<file path="src/rtl/calc_pkg.sv">
// calc_pkg: shared types for the calculator entry controller.
// Number format: value = sig * 10^(exp - (NumDigits-1)), sig[NumDigits-1] is the
// most significant digit.
package calc_pkg;

    localparam int NumDigits  = 8;
    localparam int IdxW       = $clog2(NumDigits);
    localparam int CntW       = $clog2(NumDigits + 1);
    localparam int NumButtons = 23;

    typedef logic [3:0] digit_t;

    typedef struct packed {
        logic                        sign;
        logic                        error;
        logic [4:0]                  exp;
        digit_t [NumDigits-1:0]      sig;
    } num_t;

    // Button index inside buttons_t; digits occupy 0..9 so the digit value is the index.
    typedef enum logic [4:0] {
        BTN_NUM_0   = 5'd0,
        BTN_NUM_1   = 5'd1,
        BTN_NUM_2   = 5'd2,
        BTN_NUM_3   = 5'd3,
        BTN_NUM_4   = 5'd4,
        BTN_NUM_5   = 5'd5,
        BTN_NUM_6   = 5'd6,
        BTN_NUM_7   = 5'd7,
        BTN_NUM_8   = 5'd8,
        BTN_NUM_9   = 5'd9,
        BTN_DOT     = 5'd10,
        BTN_ADD     = 5'd11,
        BTN_SUB     = 5'd12,
        BTN_MUL     = 5'd13,
        BTN_DIV     = 5'd14,
        BTN_EQ      = 5'd15,
        BTN_SQRT    = 5'd16,
        BTN_PERCENT = 5'd17,
        BTN_MEM_ADD = 5'd18,
        BTN_MEM_SUB = 5'd19,
        BTN_MEM_RC  = 5'd20,
        BTN_ON      = 5'd21,
        BTN_OFF     = 5'd22
    } active_button_t;

    typedef logic [NumButtons-1:0] buttons_t;

    typedef enum logic [2:0] {
        OP_ADD     = 3'd0,
        OP_SUB     = 3'd1,
        OP_MUL     = 3'd2,
        OP_DIV     = 3'd3,
        OP_SQRT    = 3'd4,
        OP_PERCENT = 3'd5
    } op_e;

    typedef enum logic [2:0] {
        ST_OFF    = 3'd0,
        ST_ENTRY  = 3'd1,
        ST_RESULT = 3'd2,
        ST_WAIT   = 3'd3,
        ST_ERROR  = 3'd4
    } ctrl_state_e;

    // Where an ALU result is written when it comes back.
    typedef enum logic [1:0] {
        DEST_CHAIN = 2'd0,  // binary op chained by a new operator: acc and display
        DEST_EQ    = 2'd1,  // equals: display, pending cleared
        DEST_ENTRY = 2'd2,  // unary op: display only
        DEST_MEM   = 2'd3   // memory accumulate: mem only
    } dest_e;

    function automatic logic is_digit(input active_button_t b);
        return b <= BTN_NUM_9;
    endfunction

    function automatic digit_t btn_digit(input active_button_t b);
        return b[3:0];
    endfunction

    function automatic op_e btn_op(input active_button_t b);
        op_e op;
        case (b)
            BTN_SUB:     op = OP_SUB;
            BTN_MUL:     op = OP_MUL;
            BTN_DIV:     op = OP_DIV;
            BTN_SQRT:    op = OP_SQRT;
            BTN_PERCENT: op = OP_PERCENT;
            default:     op = OP_ADD;
        endcase
        return op;
    endfunction

endpackage

</file>
<file path="src/rtl/calc_key_decode.sv">
// calc_key_decode: turns raw button levels into one-cycle key events.
// Optional per-button debounce when CALC_DEBOUNCE_EN is defined.
module calc_key_decode
    import calc_pkg::*;
#(
    parameter int DebounceCycles = 16
) (
    input  logic           clk_i,
    input  logic           rst_i,
    input  buttons_t       buttons_i,
    output logic           key_valid_o,
    output active_button_t key_o
);

    buttons_t       w_level;
    buttons_t       w_edge;
    logic           w_multi;
    active_button_t w_key;
    buttons_t       r_prev;
    logic           r_key_valid;
    active_button_t r_key;

`ifdef CALC_DEBOUNCE_EN
    localparam int DbW = $clog2(DebounceCycles + 1);

    logic [DbW-1:0] r_db_cnt [NumButtons];
    buttons_t       r_db_lvl;

    // Count consecutive high samples per button; the level rises after DebounceCycles of them.
    always_ff @(posedge clk_i) begin
        if (rst_i) begin
            // NOTE: the counter array is small and feeds the level directly, so it is reset like any flop.
            for (int i = 0; i < NumButtons; i++) r_db_cnt[i] <= '0;
            r_db_lvl <= '0;
        end else begin
            for (int i = 0; i < NumButtons; i++) begin
                if (!buttons_i[i]) begin
                    r_db_cnt[i] <= '0;
                    r_db_lvl[i] <= 1'b0;
                end else begin
                    if (r_db_cnt[i] != DbW'(DebounceCycles)) r_db_cnt[i] <= r_db_cnt[i] + 1'b1;
                    r_db_lvl[i] <= (r_db_cnt[i] >= DbW'(DebounceCycles - 1));
                end
            end
        end
    end

    assign w_level = r_db_lvl;
`else
    assign w_level = buttons_i;
`endif

    assign w_edge  = w_level & ~r_prev;
    assign w_multi = |(w_edge & (w_edge - buttons_t'(1)));

    // Encode the single new edge into a button code.
    always_comb begin
        w_key = BTN_NUM_0;
        for (int i = 0; i < NumButtons; i++) begin
            if (w_edge[i]) w_key = active_button_t'(5'(i));
        end
    end

    // Register the previous level and the decoded event; simultaneous edges are discarded.
    always_ff @(posedge clk_i) begin
        if (rst_i) begin
            r_prev      <= '0;
            r_key_valid <= 1'b0;
            r_key       <= BTN_NUM_0;
        end else begin
            r_prev      <= w_level;
            r_key_valid <= (|w_edge) && !w_multi;
            r_key       <= w_key;
        end
    end

    assign key_valid_o = r_key_valid;
    assign key_o       = r_key;

endmodule

</file>
<file path="src/rtl/calc_entry_ctrl.sv">
// calc_entry_ctrl: keypad-to-ALU sequencer. Builds the typed operand, tracks the
// accumulator, pending operator and memory, and issues ALU requests.
// Optional debounce in calc_key_decode is enabled by defining CALC_DEBOUNCE_EN.
module calc_entry_ctrl
    import calc_pkg::*;
#(
    parameter int DebounceCycles = 16
) (
    input  logic     clk_i,
    input  logic     rst_i,
    input  buttons_t buttons_i,
    output logic     alu_req_valid_o,
    input  logic     alu_req_ready_i,
    output op_e      alu_req_op_o,
    output num_t     alu_req_a_o,
    output num_t     alu_req_b_o,
    input  logic     alu_rsp_valid_i,
    input  num_t     alu_rsp_i,
    output num_t     display_o,
    output logic     display_on_o,
    output logic     busy_o
);

    logic           w_key_valid;
    active_button_t w_key;

    calc_key_decode #(
        .DebounceCycles (DebounceCycles)
    ) u_key_decode (
        .clk_i       (clk_i),
        .rst_i       (rst_i),
        .buttons_i   (buttons_i),
        .key_valid_o (w_key_valid),
        .key_o       (w_key)
    );

    ctrl_state_e     r_state,      w_state_nxt;
    num_t            r_entry,      w_entry_nxt;
    logic [CntW-1:0] r_int_cnt,    w_int_nxt;
    logic [CntW-1:0] r_frac_cnt,   w_frac_nxt;
    logic            r_frac_phase, w_phase_nxt;
    num_t            r_acc,        w_acc_nxt;
    num_t            r_mem,        w_mem_nxt;
    num_t            r_result,     w_result_nxt;
    logic            r_pend_valid, w_pend_valid_nxt;
    op_e             r_pend_op,    w_pend_op_nxt;
    op_e             r_next_op,    w_next_op_nxt;
    dest_e           r_dest,       w_dest_nxt;
    logic            r_req_valid,  w_req_valid_nxt;
    op_e             r_req_op,     w_req_op_nxt;
    num_t            r_req_a,      w_req_a_nxt;
    num_t            r_req_b,      w_req_b_nxt;

    // Entry state a digit or DOT builds on: a key in RESULT starts a fresh operand.
    num_t            w_base_entry;
    logic [CntW-1:0] w_base_int;
    logic [CntW-1:0] w_base_frac;
    logic            w_base_phase;
    logic            w_full;
    logic [IdxW-1:0] w_idx;
    digit_t          w_digit;

    logic            w_issue;
    op_e             w_issue_op;
    num_t            w_issue_a;
    num_t            w_issue_b;
    dest_e           w_issue_dest;

    num_t            w_display;

    // Next-state, entry builder, operator sequencing and ALU request logic.
    always_comb begin
        // NOTE: every target gets its hold value first, so no path can infer a latch.
        w_state_nxt      = r_state;
        w_entry_nxt      = r_entry;
        w_int_nxt        = r_int_cnt;
        w_frac_nxt       = r_frac_cnt;
        w_phase_nxt      = r_frac_phase;
        w_acc_nxt        = r_acc;
        w_mem_nxt        = r_mem;
        w_result_nxt     = r_result;
        w_pend_valid_nxt = r_pend_valid;
        w_pend_op_nxt    = r_pend_op;
        w_next_op_nxt    = r_next_op;
        w_dest_nxt       = r_dest;
        w_req_valid_nxt  = r_req_valid;
        w_req_op_nxt     = r_req_op;
        w_req_a_nxt      = r_req_a;
        w_req_b_nxt      = r_req_b;

        w_issue      = 1'b0;
        w_issue_op   = OP_ADD;
        w_issue_a    = '0;
        w_issue_b    = '0;
        w_issue_dest = DEST_ENTRY;
        w_idx        = '0;
        w_digit      = btn_digit(w_key);

        if (r_state == ST_RESULT) begin
            w_base_entry = '0;
            w_base_int   = '0;
            w_base_frac  = '0;
            w_base_phase = 1'b0;
        end else begin
            w_base_entry = r_entry;
            w_base_int   = r_int_cnt;
            w_base_frac  = r_frac_cnt;
            w_base_phase = r_frac_phase;
        end

        w_full = (w_base_int + w_base_frac == CntW'(NumDigits))
              || (w_base_int == '0 && w_base_frac == CntW'(NumDigits - 1));

        // The request is held until accepted.
        if (r_req_valid && alu_req_ready_i) w_req_valid_nxt = 1'b0;

        if (r_state == ST_WAIT) begin
            if (alu_rsp_valid_i) begin
                w_req_valid_nxt = 1'b0;
                w_result_nxt    = alu_rsp_i;
                if (alu_rsp_i.error) begin
                    w_state_nxt = ST_ERROR;
                end else begin
                    w_state_nxt = ST_RESULT;
                    case (r_dest)
                        DEST_CHAIN: begin
                            w_acc_nxt        = alu_rsp_i;
                            w_entry_nxt      = alu_rsp_i;
                            w_pend_op_nxt    = r_next_op;
                            w_pend_valid_nxt = 1'b1;
                        end
                        DEST_EQ: begin
                            w_entry_nxt      = alu_rsp_i;
                            w_pend_valid_nxt = 1'b0;
                        end
                        DEST_ENTRY: w_entry_nxt = alu_rsp_i;
                        default:    w_mem_nxt   = alu_rsp_i;
                    endcase
                end
            end
        end else if (w_key_valid) begin
            if (w_key == BTN_OFF) begin
                w_state_nxt = ST_OFF;
            end else if (w_key == BTN_ON) begin
                w_state_nxt      = ST_ENTRY;
                w_entry_nxt      = '0;
                w_int_nxt        = '0;
                w_frac_nxt       = '0;
                w_phase_nxt      = 1'b0;
                w_acc_nxt        = '0;
                w_pend_valid_nxt = 1'b0;
            end else if (r_state == ST_ENTRY || r_state == ST_RESULT) begin
                if (is_digit(w_key)) begin
                    w_state_nxt = ST_ENTRY;
                    w_entry_nxt = w_base_entry;
                    w_int_nxt   = w_base_int;
                    w_frac_nxt  = w_base_frac;
                    w_phase_nxt = w_base_phase;
                    if (!w_base_phase) begin
                        if (w_base_int == '0) begin
                            if (w_digit != '0) begin
                                w_entry_nxt.sig[NumDigits-1] = w_digit;
                                w_entry_nxt.exp              = '0;
                                w_int_nxt                    = CntW'(1);
                            end
                        end else if (w_base_int != CntW'(NumDigits)) begin
                            w_idx                  = IdxW'(NumDigits - 1) - IdxW'(w_base_int);
                            w_entry_nxt.sig[w_idx] = w_digit;
                            w_entry_nxt.exp        = w_base_entry.exp + 5'd1;
                            w_int_nxt              = w_base_int + 1'b1;
                        end
                    end else if (!w_full) begin
                        if (w_base_int == '0)
                            w_idx = IdxW'(NumDigits - 2) - IdxW'(w_base_frac);
                        else
                            w_idx = IdxW'(NumDigits - 1) - IdxW'(w_base_int) - IdxW'(w_base_frac);
                        w_entry_nxt.sig[w_idx] = w_digit;
                        w_frac_nxt             = w_base_frac + 1'b1;
                    end
                end else begin
                    case (w_key)
                        BTN_DOT: begin
                            w_state_nxt = ST_ENTRY;
                            w_entry_nxt = w_base_entry;
                            w_int_nxt   = w_base_int;
                            w_frac_nxt  = w_base_frac;
                            w_phase_nxt = 1'b1;
                        end
                        BTN_ADD, BTN_SUB, BTN_MUL, BTN_DIV: begin
                            if (!r_pend_valid) begin
                                w_acc_nxt        = r_entry;
                                w_pend_op_nxt    = btn_op(w_key);
                                w_pend_valid_nxt = 1'b1;
                                w_state_nxt      = ST_RESULT;
                            end else begin
                                w_issue       = 1'b1;
                                w_issue_op    = r_pend_op;
                                w_issue_a     = r_acc;
                                w_issue_b     = r_entry;
                                w_issue_dest  = DEST_CHAIN;
                                w_next_op_nxt = btn_op(w_key);
                            end
                        end
                        BTN_EQ: begin
                            if (r_pend_valid) begin
                                w_issue      = 1'b1;
                                w_issue_op   = r_pend_op;
                                w_issue_a    = r_acc;
                                w_issue_b    = r_entry;
                                w_issue_dest = DEST_EQ;
                            end
                        end
                        BTN_SQRT, BTN_PERCENT: begin
                            w_issue      = 1'b1;
                            w_issue_op   = btn_op(w_key);
                            w_issue_a    = r_entry;
                            w_issue_dest = DEST_ENTRY;
                        end
                        BTN_MEM_ADD, BTN_MEM_SUB: begin
                            w_issue      = 1'b1;
                            w_issue_op   = (w_key == BTN_MEM_ADD) ? OP_ADD : OP_SUB;
                            w_issue_a    = r_mem;
                            w_issue_b    = r_entry;
                            w_issue_dest = DEST_MEM;
                        end
                        BTN_MEM_RC: begin
                            w_entry_nxt = r_mem;
                            w_int_nxt   = '0;
                            w_frac_nxt  = '0;
                            w_phase_nxt = 1'b0;
                            w_state_nxt = ST_RESULT;
                        end
                        default: ;
                    endcase
                end
            end
        end

        if (w_issue) begin
            w_req_valid_nxt = 1'b1;
            w_req_op_nxt    = w_issue_op;
            w_req_a_nxt     = w_issue_a;
            w_req_b_nxt     = w_issue_b;
            w_dest_nxt      = w_issue_dest;
            w_state_nxt     = ST_WAIT;
        end
    end

    // State and datapath registers.
    always_ff @(posedge clk_i) begin
        if (rst_i) begin
            r_state      <= ST_OFF;
            r_entry      <= '0;
            r_int_cnt    <= '0;
            r_frac_cnt   <= '0;
            r_frac_phase <= 1'b0;
            r_acc        <= '0;
            r_mem        <= '0;
            r_result     <= '0;
            r_pend_valid <= 1'b0;
            r_pend_op    <= OP_ADD;
            r_next_op    <= OP_ADD;
            r_dest       <= DEST_ENTRY;
            r_req_valid  <= 1'b0;
            r_req_op     <= OP_ADD;
            r_req_a      <= '0;
            r_req_b      <= '0;
        end else begin
            // NOTE: non-blocking updates keep every register reading pre-edge values.
            r_state      <= w_state_nxt;
            r_entry      <= w_entry_nxt;
            r_int_cnt    <= w_int_nxt;
            r_frac_cnt   <= w_frac_nxt;
            r_frac_phase <= w_phase_nxt;
            r_acc        <= w_acc_nxt;
            r_mem        <= w_mem_nxt;
            r_result     <= w_result_nxt;
            r_pend_valid <= w_pend_valid_nxt;
            r_pend_op    <= w_pend_op_nxt;
            r_next_op    <= w_next_op_nxt;
            r_dest       <= w_dest_nxt;
            r_req_valid  <= w_req_valid_nxt;
            r_req_op     <= w_req_op_nxt;
            r_req_a      <= w_req_a_nxt;
            r_req_b      <= w_req_b_nxt;
        end
    end

    // Display source: blank when off, last (failed) result in ERROR, otherwise the entry.
    always_comb begin
        w_display = r_entry;
        if (r_state == ST_OFF) begin
            w_display = '0;
        end else if (r_state == ST_ERROR) begin
            w_display       = r_result;
            w_display.error = 1'b1;
        end
    end

    assign display_o       = w_display;
    assign display_on_o    = (r_state != ST_OFF);
    assign busy_o          = (r_state == ST_WAIT);
    assign alu_req_valid_o = r_req_valid;
    assign alu_req_op_o    = r_req_op;
    assign alu_req_a_o     = r_req_a;
    assign alu_req_b_o     = r_req_b;

endmodule

</file>
<file path="config.mk">
export PLATFORM = sky130hd
export DESIGN_NAME = calc_entry_ctrl
export DESIGN_NICKNAME = d
export VERILOG_FILES = /design/src/rtl/calc_pkg.sv /design/src/rtl/calc_key_decode.sv /design/src/rtl/calc_entry_ctrl.sv
export SDC_FILE = /design/constraint.sdc
export NUM_CORES = 1
export LEC_CHECK = 0
export CORE_ASPECT_RATIO = 0.6
export CORE_MARGIN = 10
export CORE_UTILIZATION = 61
export CTS_BUF_LIST = sky130_fd_sc_hd__clkbuf_8 sky130_fd_sc_hd__clkbuf_16
export CTS_CLUSTER_DIAMETER = 120
export DETAILED_ROUTE_END_ITERATION = 6
export HOLD_SLACK_MARGIN = 0.06
export PLACE_DENSITY = 0.9
export SLEW_MARGIN = 20
export SYNTH_ARGS = -nofsm -noshare
export SYNTH_HDL_FRONTEND = slang
export SYNTH_HIERARCHICAL = 1
export SYNTH_SLANG_ARGS = --single-unit
</file>
<file path="constraint.sdc">
create_clock -name clk_i -period 10.3 [get_ports clk_i]
set_input_delay 2.06 -clock clk_i [delete_from_list [all_inputs] [get_ports clk_i]]
set_output_delay 2.06 -clock clk_i [all_outputs]
set_load 0.005 [all_outputs]
</file>
---- Yosys cells after proc, flatten, opt, wreduce, memory -nomap -nowiden ----
Cells that the tools add are included.
Widths: inputs -> output; s select.
storage, ports and cells
  word-level logic and storage cells ...... 353
  register bits after elaboration ......... 286
  input port bits ......................... 66
  output and inout bits ................... 123
operators by class
  add/subtract/negate cells ............... 8
  muxes and demuxes ....................... 168
  reduce and logical (&&, ||, !) cells .... 47
  equality and inequality tests ........... 36
  order comparisons ....................... 5
  bitwise operators ....................... 9
operators with widths
  kind                   number
  $mux 39                37
  $pmux 39 s2            2
  $mux 3                 40
  $pmux 39 s3            1
  $mux 4                 24
  $bwmux 32              2
  $mux 32                2
  $and 23x23->23         2
  $reduce_or 23->1       2
  $mux 5                 8
  $mux 37                1
  $eq 5x5->1 const B     7
  $eq 5x4->1 const B     6
  $mux 28                1
  $mux 1                 26
  $demux 4 s3            2
  $not 23->23            1
  $sub 23x1->23 const B  1
  $mux 2                 11
  $mux 9                 2
  $pmux 3 s3             2
  $pmux 4 s2             2
  $reduce_and 8->1       2
  $pmux 3 s5             1
  49 further kinds       88

---- Depth between registers and ports, before layout ----
Gate-level depths: netlist of the first run.
  depth in word-level cells ............... 26
  gate-level depth with buffers ........... 18
  mapped depth without buffers ............ 13

---- Hierarchy ----
The synthesis of the first run kept the hierarchy.
by module, submodules not included
  module           cells each  instances  seq. area each (sq um)  area an instance (sq um)
  calc_entry_ctrl  1869        1          5144.9                  14138.6
  calc_key_decode  168         1          580.6                   1442.6

---- Least setup slack after synthesis of the first run ----
OpenSTA, ideal clock, no wires.
  kind .................................... register -> register
  from .................................... register r_state[1]
  to ...................................... register r_entry[0] in the netlist's numbering
  setup slack ............................. 6108 ps
  path buffers ............................ 5
  cell stages (with the launch flop) ...... 19
  data required time ...................... 10214 ps
  period minus slack after synthesis ...... 4192 ps
  arrival ................................. 4107 ps
  setup time .............................. 86 ps
  path through ............................ dfxtp_1 -> buf_6 -> or3b_1 -> buf_4 -> clkbuf_1 -> clkbuf_1 -> nand2_1 -> ha_1 -> inv_2 -> a21o_1 -> nand2_1 -> ha_1 -> fa_1 -> xnor2_1 -> a311oi_4 -> and3_1 -> clkbuf_1 -> mux2_2 -> a211oi_1
between the ends
  longest elaborated chain between the ends .. 26
  elaborated cells between the ends (all ways) .. 58
  those cells by class .................... add/sub (4); order compare (4); eq/ne (10); mux (30); reduce/logical (10)
RTL lines
  item                      RTL line                                        RTL
  start: declaration        calc_entry_ctrl.sv:37                           ctrl_state_e r_state, w_state_nxt;
  start signal: assignment  calc_entry_ctrl.sv:270                          r_state <= w_state_nxt;
  $eq 3x2->1                calc_entry_ctrl.sv:99, calc_entry_ctrl.sv:152
  $mux 4                    calc_entry_ctrl.sv:99                           if (r_state == ST_RESULT) begin
  $sub 3x3->3               calc_entry_ctrl.sv:167, calc_entry_ctrl.sv:176
  $sub 3x3->3               calc_entry_ctrl.sv:176                          w_idx = IdxW'(NumDigits - 1) - IdxW'(w_base_int) - IdxW'(w_base_frac);
  $mux 3                    calc_entry_ctrl.sv:173                          if (w_base_int == '0)
  $mux 3                    calc_entry_ctrl.sv:172                          end else if (!w_full) begin
  $mux 3                    calc_entry_ctrl.sv:159                          if (!w_base_phase) begin
  $mux 3                    calc_entry_ctrl.sv:153                          if (is_digit(w_key)) begin
  [10 not listed]           --
  $mux 32                   calc_entry_ctrl.sv:172
  $mux 32                   calc_entry_ctrl.sv:159
  $mux 39                   calc_entry_ctrl.sv:153
  $mux 39                   calc_entry_ctrl.sv:152                          end else if (r_state == ST_ENTRY || r_state == ST_RESULT) begin
  $mux 39                   calc_entry_ctrl.sv:144                          end else if (w_key == BTN_ON) begin
  $mux 39                   calc_entry_ctrl.sv:142                          if (w_key == BTN_OFF) begin
  $mux 39                   calc_entry_ctrl.sv:141                          end else if (w_key_valid) begin
  $mux 39                   calc_entry_ctrl.sv:117                          if (r_state == ST_WAIT) begin
  end signal: assignment    calc_entry_ctrl.sv:271                          r_entry <= w_entry_nxt;
  end: declaration          calc_entry_ctrl.sv:38                           num_t r_entry, w_entry_nxt;
Several ways; a longest one is shown, not always the timed one. The select of a mux whose other input is x is not followed.
A chain may end at the register's enable or synchronous reset.

==> results of run 1 <==
[kinds of logic after synthesis]
| logic type | count (synthesis) |
|---|---|
| DFF | 286 |
| adders and majority gates | 11 |
| xor gates and xnor gates | 8 |
| and+or+nand+nor | 847 |
| AOI/OAI and AO/OA | 598 |
| buffers and inverters | 216 |
| muxes | 71 |
[sequential cells by signal, indices dropped and copies added, names as in the netlist, 3 cells and up]
register	count
alu_req_b_o	39
r_result	38
r_int_cnt	4
r_acc	39
r_state	3
r_next_op	3
u_key_decode/key_o	5
alu_req_a_o	39
r_pend_op	3
alu_req_op_o	3
r_mem	38
u_key_decode/r_prev	23
r_frac_cnt	4
r_entry	39
[power by group through the flow]
stage          clock network [mW]  registers, mW  logic [mW]
2_1_floorplan                   0           1.14       0.110
3_3_place_gp                    0           1.14       0.184
3_5_place_dp                    0           1.14       0.186
4_1_cts                     0.964           1.11       0.187
5_1_grt                      1.00           1.11       0.207
6_report                    0.968           1.11       0.198
[per-layer routing]
metal | GRT usage, % | vias to the layer above | share of wire, % | routed length [um]
met5 | 0 | - | 0 | 0
met4 | 8.79 | 0 | 2.1 | 1180
met3 | 9.85 | 140 | 15 | 8320
met2 | 48.1 | 1272 | 41 | 23100
met1 | 46.0 | 7708 | 41 | 23100
li1 | - | 7358 | - | -
[critical path: cells and delay by family, from the launching register on]
kind / cells / cell delay, ns
buffers and inverters: 2 / 1.01
flip-flops: 1 / 0.45
AND/OR/NAND/NOR: 3 / 1.01
[cell type report]
cell class	count	area, sq um
tap	329	412
sequential	286	5730
clock inverter	14	78.8
clock buffer	32	744
multi-input combinational	1535	8990
fill	1961	7070
inverter	19	72.6
timing repair buffer	215	2130
[path summary, 6_finish.rpt]
kind	from	to	slack [ns]	cells past startpoint
max	r_state[1]$_SDFFE_PP0P_	display_o[22]	5.16	5
min	r_result[35]$_SDFFE_PP0P_	r_result[35]$_SDFFE_PP0P_	0.46	2
max reg2reg	r_state[0]$_SDFFE_PP0P_	r_entry[2]$_SDFFE_PP0P_	5.17	14
min reg2reg	r_result[35]$_SDFFE_PP0P_	r_result[35]$_SDFFE_PP0P_	0.46	2
[through the flow]
stage	utilization [%]	worst slack (ns)
3_3_place_gp	68.5	5.30
5_1_grt	72.0	4.90
4_1_cts	71.8	5.22
6_report	72.0	5.16
3_5_place_dp	68.5	5.14
2_1_floorplan	-	6.11
[placed cells by master (no fill, tap or decap), types with 4 or more instances in the layout]
master           instances
xnor2_1                  4
nand4_1                 12
clkbuf_16               27
xor2_1                   4
nand2b_1                31
clkinv_2                 7
a22o_1                  42
clkdlybuf4s50_1        187
o21ai_1                  7
and2_1                   6
inv_1                   21
o21a_1                   5
o32ai_1                  4
nor3_1                  32
mux2i_1                 52
o22ai_1                  5
ha_1                     9
o21ai_0                 57
dfxtp_1                284
o211a_1                  8
nor2_1                 183
nand3b_1                 6
o211ai_1                28
nand3_1                 70
nand2_1                383
a21oi_1                217
a311oi_1                25
a211oi_1                89
a221oi_1                19
clkbuf_8                 5
a31oi_1                  9
mux2_2                  14
buf_4                   25
nor4_1                   7
and3_1                  22
nor2b_1                 44
a22oi_1                 36
a21o_1                   6
==> flow_metrics.py, run 1 <==
metrics = {
    "drt": {
        "routedWlPerCell_um": 22.9,
        "drt_wl_total_um": 55700,
        "vias": 16500,
        "dr.pass1.iters": 7,
        "drtAntennaViolNets": 0,
        "drc": 1,
        "drtIter0Drc": 2858,
        "detail_route.vias_per_cell": 6.78,
    },
    "clocking": {
        "clock-sinks": 286,
        "cts_buffers": 27,
        "cts_resized": 0,
        "holdBufCountCts": 0,
        "cts_tree": "yes",
        "insertion_delay_ns": 0.58,
        "htree_levels": 1,
        "clock_path_buffers": 3,
        "clk_pin_slew_ns": 0.07,
        "post_cts_buffers": 0,
        "clockRootBuffer": "clkbuf_16",
    },
    "floorplanning": {
        "die_y_um": 144,
        "dieArea_sq_um": 32500,
        "fp.dieW_um": 226,
        "pin_count": 189,
        "rows": 45,
        "core_sq_um": 25200,
        "initial_utilization_pct": 61.8,
    },
    "status": {
        "status": "finished with violations",
        "violations": "DRC",
    },
    "setup_path": {
        "crit_path_top_delay_cell": "nor2_2",
        "crit_chain": "nor2_2, buf_4, nand3_1, nand2_1, clkdlybuf4s50_1",
        "cp-end-kind": "primary output",
        "slowest_delay_ns": 0.78,
        "criticalPathCategory": "flip-flop to primary output",
        "crit_fanout": 21,
        "arrival_ns": 3.08,
        "start_kind": "flip-flop",
        "worst-endpoint-required_ns": 8.24,
    },
    "cells_and_area": {
        "syn2layout_area_growth_pct": 16.5,
        "final_nets": 2161,
        "fin_area_sq_um": 18200,
        "n_antenna_cell": 0,
        "fin_cells": 2430,
        "drive_above_1_share_pct": 6.43,
    },
    "sta": {
        "post-route-period-util_pct": 49.9,
        "final.setup.tns_ns": 0,
        "max_freq_mhz": 195,
        "relSlewSlack_pct": 18.7,
        "period_needed_ns": 5.14,
        "clock_skew_ns": 0.0188,
        "slew_violations": 0,
        "tightest_slew_ns": 1.22,
        "hold_viol": 0,
        "fin_hold_ws_ns": 0.456,
        "rsz0062_at_grt": "false",
        "finalSetupViolations": 0,
    },
    "synth": {
        "synth_top_cell_by_area": "dfxtp_1",
        "synth_common_cells": "383 x nand2_1, 286 x dfxtp_1, 219 x a21oi_1",
        "synth_cell_types": 95,
        "syn_avg_cell_area_sq_um": 7.65,
        "ys_warn_count": 6,
        "synth-edff-count": 0,
        "ys_ff_latch": 286,
        "synthFlopType": "dfxtp_1",
        "synth_compound_area_share_pct": 25.9,
        "syn-num-nets": 2114,
        "muxShareOfSynthArea_pct": 4.76,
        "yosysMostFrequentCell": "nand2_1",
        "synth_top_family_by_area": "compound AO/OA/AOI/OAI gates",
        "yosys.area_share.simple_pct": 25.2,
        "synth_fa_ha_area_share_pct": 0.980,
        "synth_area_sq_um": 15600,
        "synth_async_sr_flop_share_pct": 0,
        "synth-xor-area-share_pct": 0.450,
        "synth_top_area_share_pct": 36.7,
        "syn-instance-count": 2037,
        "ys_seq_area_share_pct": 36.7,
        "synthTopCellsByArea": "dfxtp_1 37%, nand2_1 9.2%, a21oi_1 7.0%, nor2_1 4.5%, a211oi_1 4.3%",
    },
    "placed_design": {
        "portBuffers": 188,
        "place_area_sq_um": 17300,
        "hpwlAfterDp_um": 37300,
        "placedCellCount": 2382,
        "routabilityCongestion": 1.01,
    },
    "min_path": {
        "hp-class": "flip-flop to flip-flop",
    },
    "global_route": {
        "first_global_vias": 15400,
        "grt_overflow": 0,
        "antenna_found_initial": 0,
        "grt_pass1_wl_um": 87000,
        "grt_usage_pct": 32.9,
        "grt_max_degree": 91,
    },
    "pwr": {
        "p_int_mw": 1.69,
        "power_switching_mw": 0.589,
        "p_sw_share_pct": 25.8,
        "pwr-share-seq_pct": 48.9,
        "power.total_mw": 2.28,
        "ir_worst_vdd_mv": 0.117,
        "comb_power_share_pct": 8.7,
        "power_density_nw_per_um2": 126,
        "p_leak_nw": 6.23,
        "power.share.clock_pct": 42.4,
    },
    "job": {
        "max_cap_violations": 0,
    },
}
Note: power is estimated with default switching activity, not from simulation.
==> inputs of run 2 (changes only) <==
- CORE_UTILIZATION: 61 -> 51
- PLACE_DENSITY: 0.9 -> 0.81
- clock period: 10.3 -> 4.2 ns (I/O delays scaled with it)
==> flow_metrics.py, run 2 (synthesized netlist as in run 1, its figures left out) <==
metrics = {
    "cells_and_area": {
        "final_cell_mix": "383 x nand2_1, 284 x dfxtp_1, 217 x a21oi_1",
        "final_common_cell": "nand2_1",
        "final_nets": 2192,
        "drive_above_1_share_pct": 7.96,
        "n_antenna_cell": 0,
        "syn2layout_area_growth_pct": 19.2,
        "fillers": 2634,
    },
    "drt": {
        "drtIter0Drc": 2441,
        "drc": 1,
        "wl_met2_um": 24100,
        "drtAntennaViolNets": 0,
        "routedWlPerCell_um": 22.9,
        "drt_wl_total_um": 58300,
        "met1Wirelength_um": 24800,
        "dr.pass1.iters": 7,
        "vias": 16500,
        "wl_met3_um": 7960,
        "top_layer_used": "met4",
        "detail_route.vias_per_cell": 6.50,
    },
    "pwr": {
        "p_leak_nw": 6.42,
        "ir_worst_vdd_mv": 0.260,
        "power_density_nw_per_um2": 312,
        "power.total_mw": 5.79,
    },
    "setup_path": {
        "criticalPathCategory": "flip-flop to flip-flop",
        "crit_path_top_delay_cell": "fa_1",
        "crit_family": "adder cells",
        "crit_fanout": 6,
        "path_buf_inv": 1,
        "cp-end-kind": "flip-flop",
        "start_kind": "flip-flop",
        "arrival_ns": 4.34,
        "slowest_delay_ns": 0.47,
        "crit_cells": 13,
        "worst-r2r-cell-count": 13,
        "crit_chain": "or3b_1, nand2_1, ha_1, inv_2, a21o_1, nand2_1, ha_1, fa_1, xnor2_1, a311oi_4, and3_1, mux2_2, a211oi_1",
        "worst-endpoint-required_ns": 4.68,
    },
    "floorplanning": {
        "pin_count": 189,
        "core_sq_um": 30000,
        "dieArea_sq_um": 38200,
        "rows": 49,
        "fp.dieW_um": 246,
        "initial_utilization_pct": 51.9,
        "die_y_um": 155,
    },
    "status": {
        "violations": "DRC",
        "status": "finished with violations",
    },
    "sta": {
        "tightest_slew_ns": 1.04,
        "hold_viol": 0,
        "period_needed_ns": 3.86,
        "clock_skew_ns": 0.0194,
        "slew_violations": 0,
        "relSlewSlack_pct": 30.5,
        "rsz0062_at_grt": "false",
        "post-route-period-util_pct": 91.9,
        "final.setup.tns_ns": 0,
        "finalSetupViolations": 0,
        "max_freq_mhz": 259,
    },
    "clocking": {
        "cts_tree": "yes",
        "insertion_delay_ns": 0.58,
        "clockRootBuffer": "clkbuf_16",
        "htree_levels": 1,
        "clock_path_buffers": 3,
        "post_cts_buffers": 0,
        "holdBufCountCts": 0,
        "cts_buffers": 29,
        "clock-sinks": 286,
        "cts_resized": 0,
        "clk_pin_slew_ns": 0.07,
    },
    "global_route": {
        "first_global_vias": 15300,
        "grt_max_degree": 124,
        "grt_usage_pct": 29.0,
        "grt_overflow": 0,
        "antenna_found_initial": 0,
        "grt_pass1_wl_um": 90400,
    },
    "job": {
        "max_cap_violations": 0,
    },
    "placed_design": {
        "portBuffers": 188,
        "hpwlAfterDp_um": 40100,
        "routabilityCongestion": 1.00,
    },
    "min_path": {
        "hold_path_depth": 2,
        "hp-class": "flip-flop to flip-flop",
    },
}
run 2: cell count changes in the layout (fill, tap and decap cells not counted), moves of 2 or more:
cell and delta:
clkinv_4 +3, buf_12 +3, clkinv_2 +3, buf_16 -2
buf_4 +28, clkbuf_16 +2
run 2: path summary, 6_finish.rpt:
kind,start,to,slack [ns]
min,r_result[21]$_SDFFE_PP0P_,r_result[21]$_SDFFE_PP0P_,0.45
max,r_state[1]$_SDFFE_PP0P_,r_entry[2]$_SDFFE_PP0P_,0.34
max reg2reg,r_state[1]$_SDFFE_PP0P_,r_entry[2]$_SDFFE_PP0P_,0.34
min reg2reg,r_result[21]$_SDFFE_PP0P_,r_result[21]$_SDFFE_PP0P_,0.45
run 2: layer usage:
metal	up-vias	global-route usage, %
li1	7427	-
met1	7747	42.4
met2	1240	42.1
met3	119	6.33
met4	0	7.32
met5	-	0
run 2: worst reg2reg max path: stages, from the launching register on:
cell and delay [ns]:
dfxtp_1 0.31, or3b_1 0.22, nand2_1 0.17, ha_1 0.32
inv_2 0.17, a21o_1 0.13, nand2_1 0.07, ha_1 0.20
fa_1 0.47, xnor2_1 0.18, a311oi_4 0.46, and3_1 0.44
mux2_2 0.39, a211oi_1 0.26
run 2: stage by stage:
step	instance area (sq um)	setup WS, ns	hold WS, ns	utilization (%)	cells
final	18600	0.339	0.454	61.8	2545
after floorplan	15600	0.00755	0.437	-	2037
after global routing	18600	0.180	0.473	61.8	2545
after detailed placement	17600	0.456	0.447	58.7	2492
after CTS	18600	0.444	0.456	61.8	2545
after global placement	17600	0.552	0.442	58.7	2492
run 2: final cells by class:
class / count / area [sq um] / area share, %
Tap cell: 408 / 510 / 2.75
Inverter: 19 / 72.6 / 0.391
Sequential cell: 286 / 5730 / 30.8
Timing Repair Buffer: 244 / 2340 / 12.6
Multi-Input combinational cell: 1535 / 8990 / 48.4
Clock buffer: 33 / 781 / 4.20
Clock inverter: 20 / 146 / 0.788
run 2: power breakdown:
part / switching, mW / internal, mW / total (mW)
combinational: 0.311 / 0.164 / 0.476
sequential: 0.0211 / 2.73 / 2.75
clock: 1.17 / 1.40 / 2.57
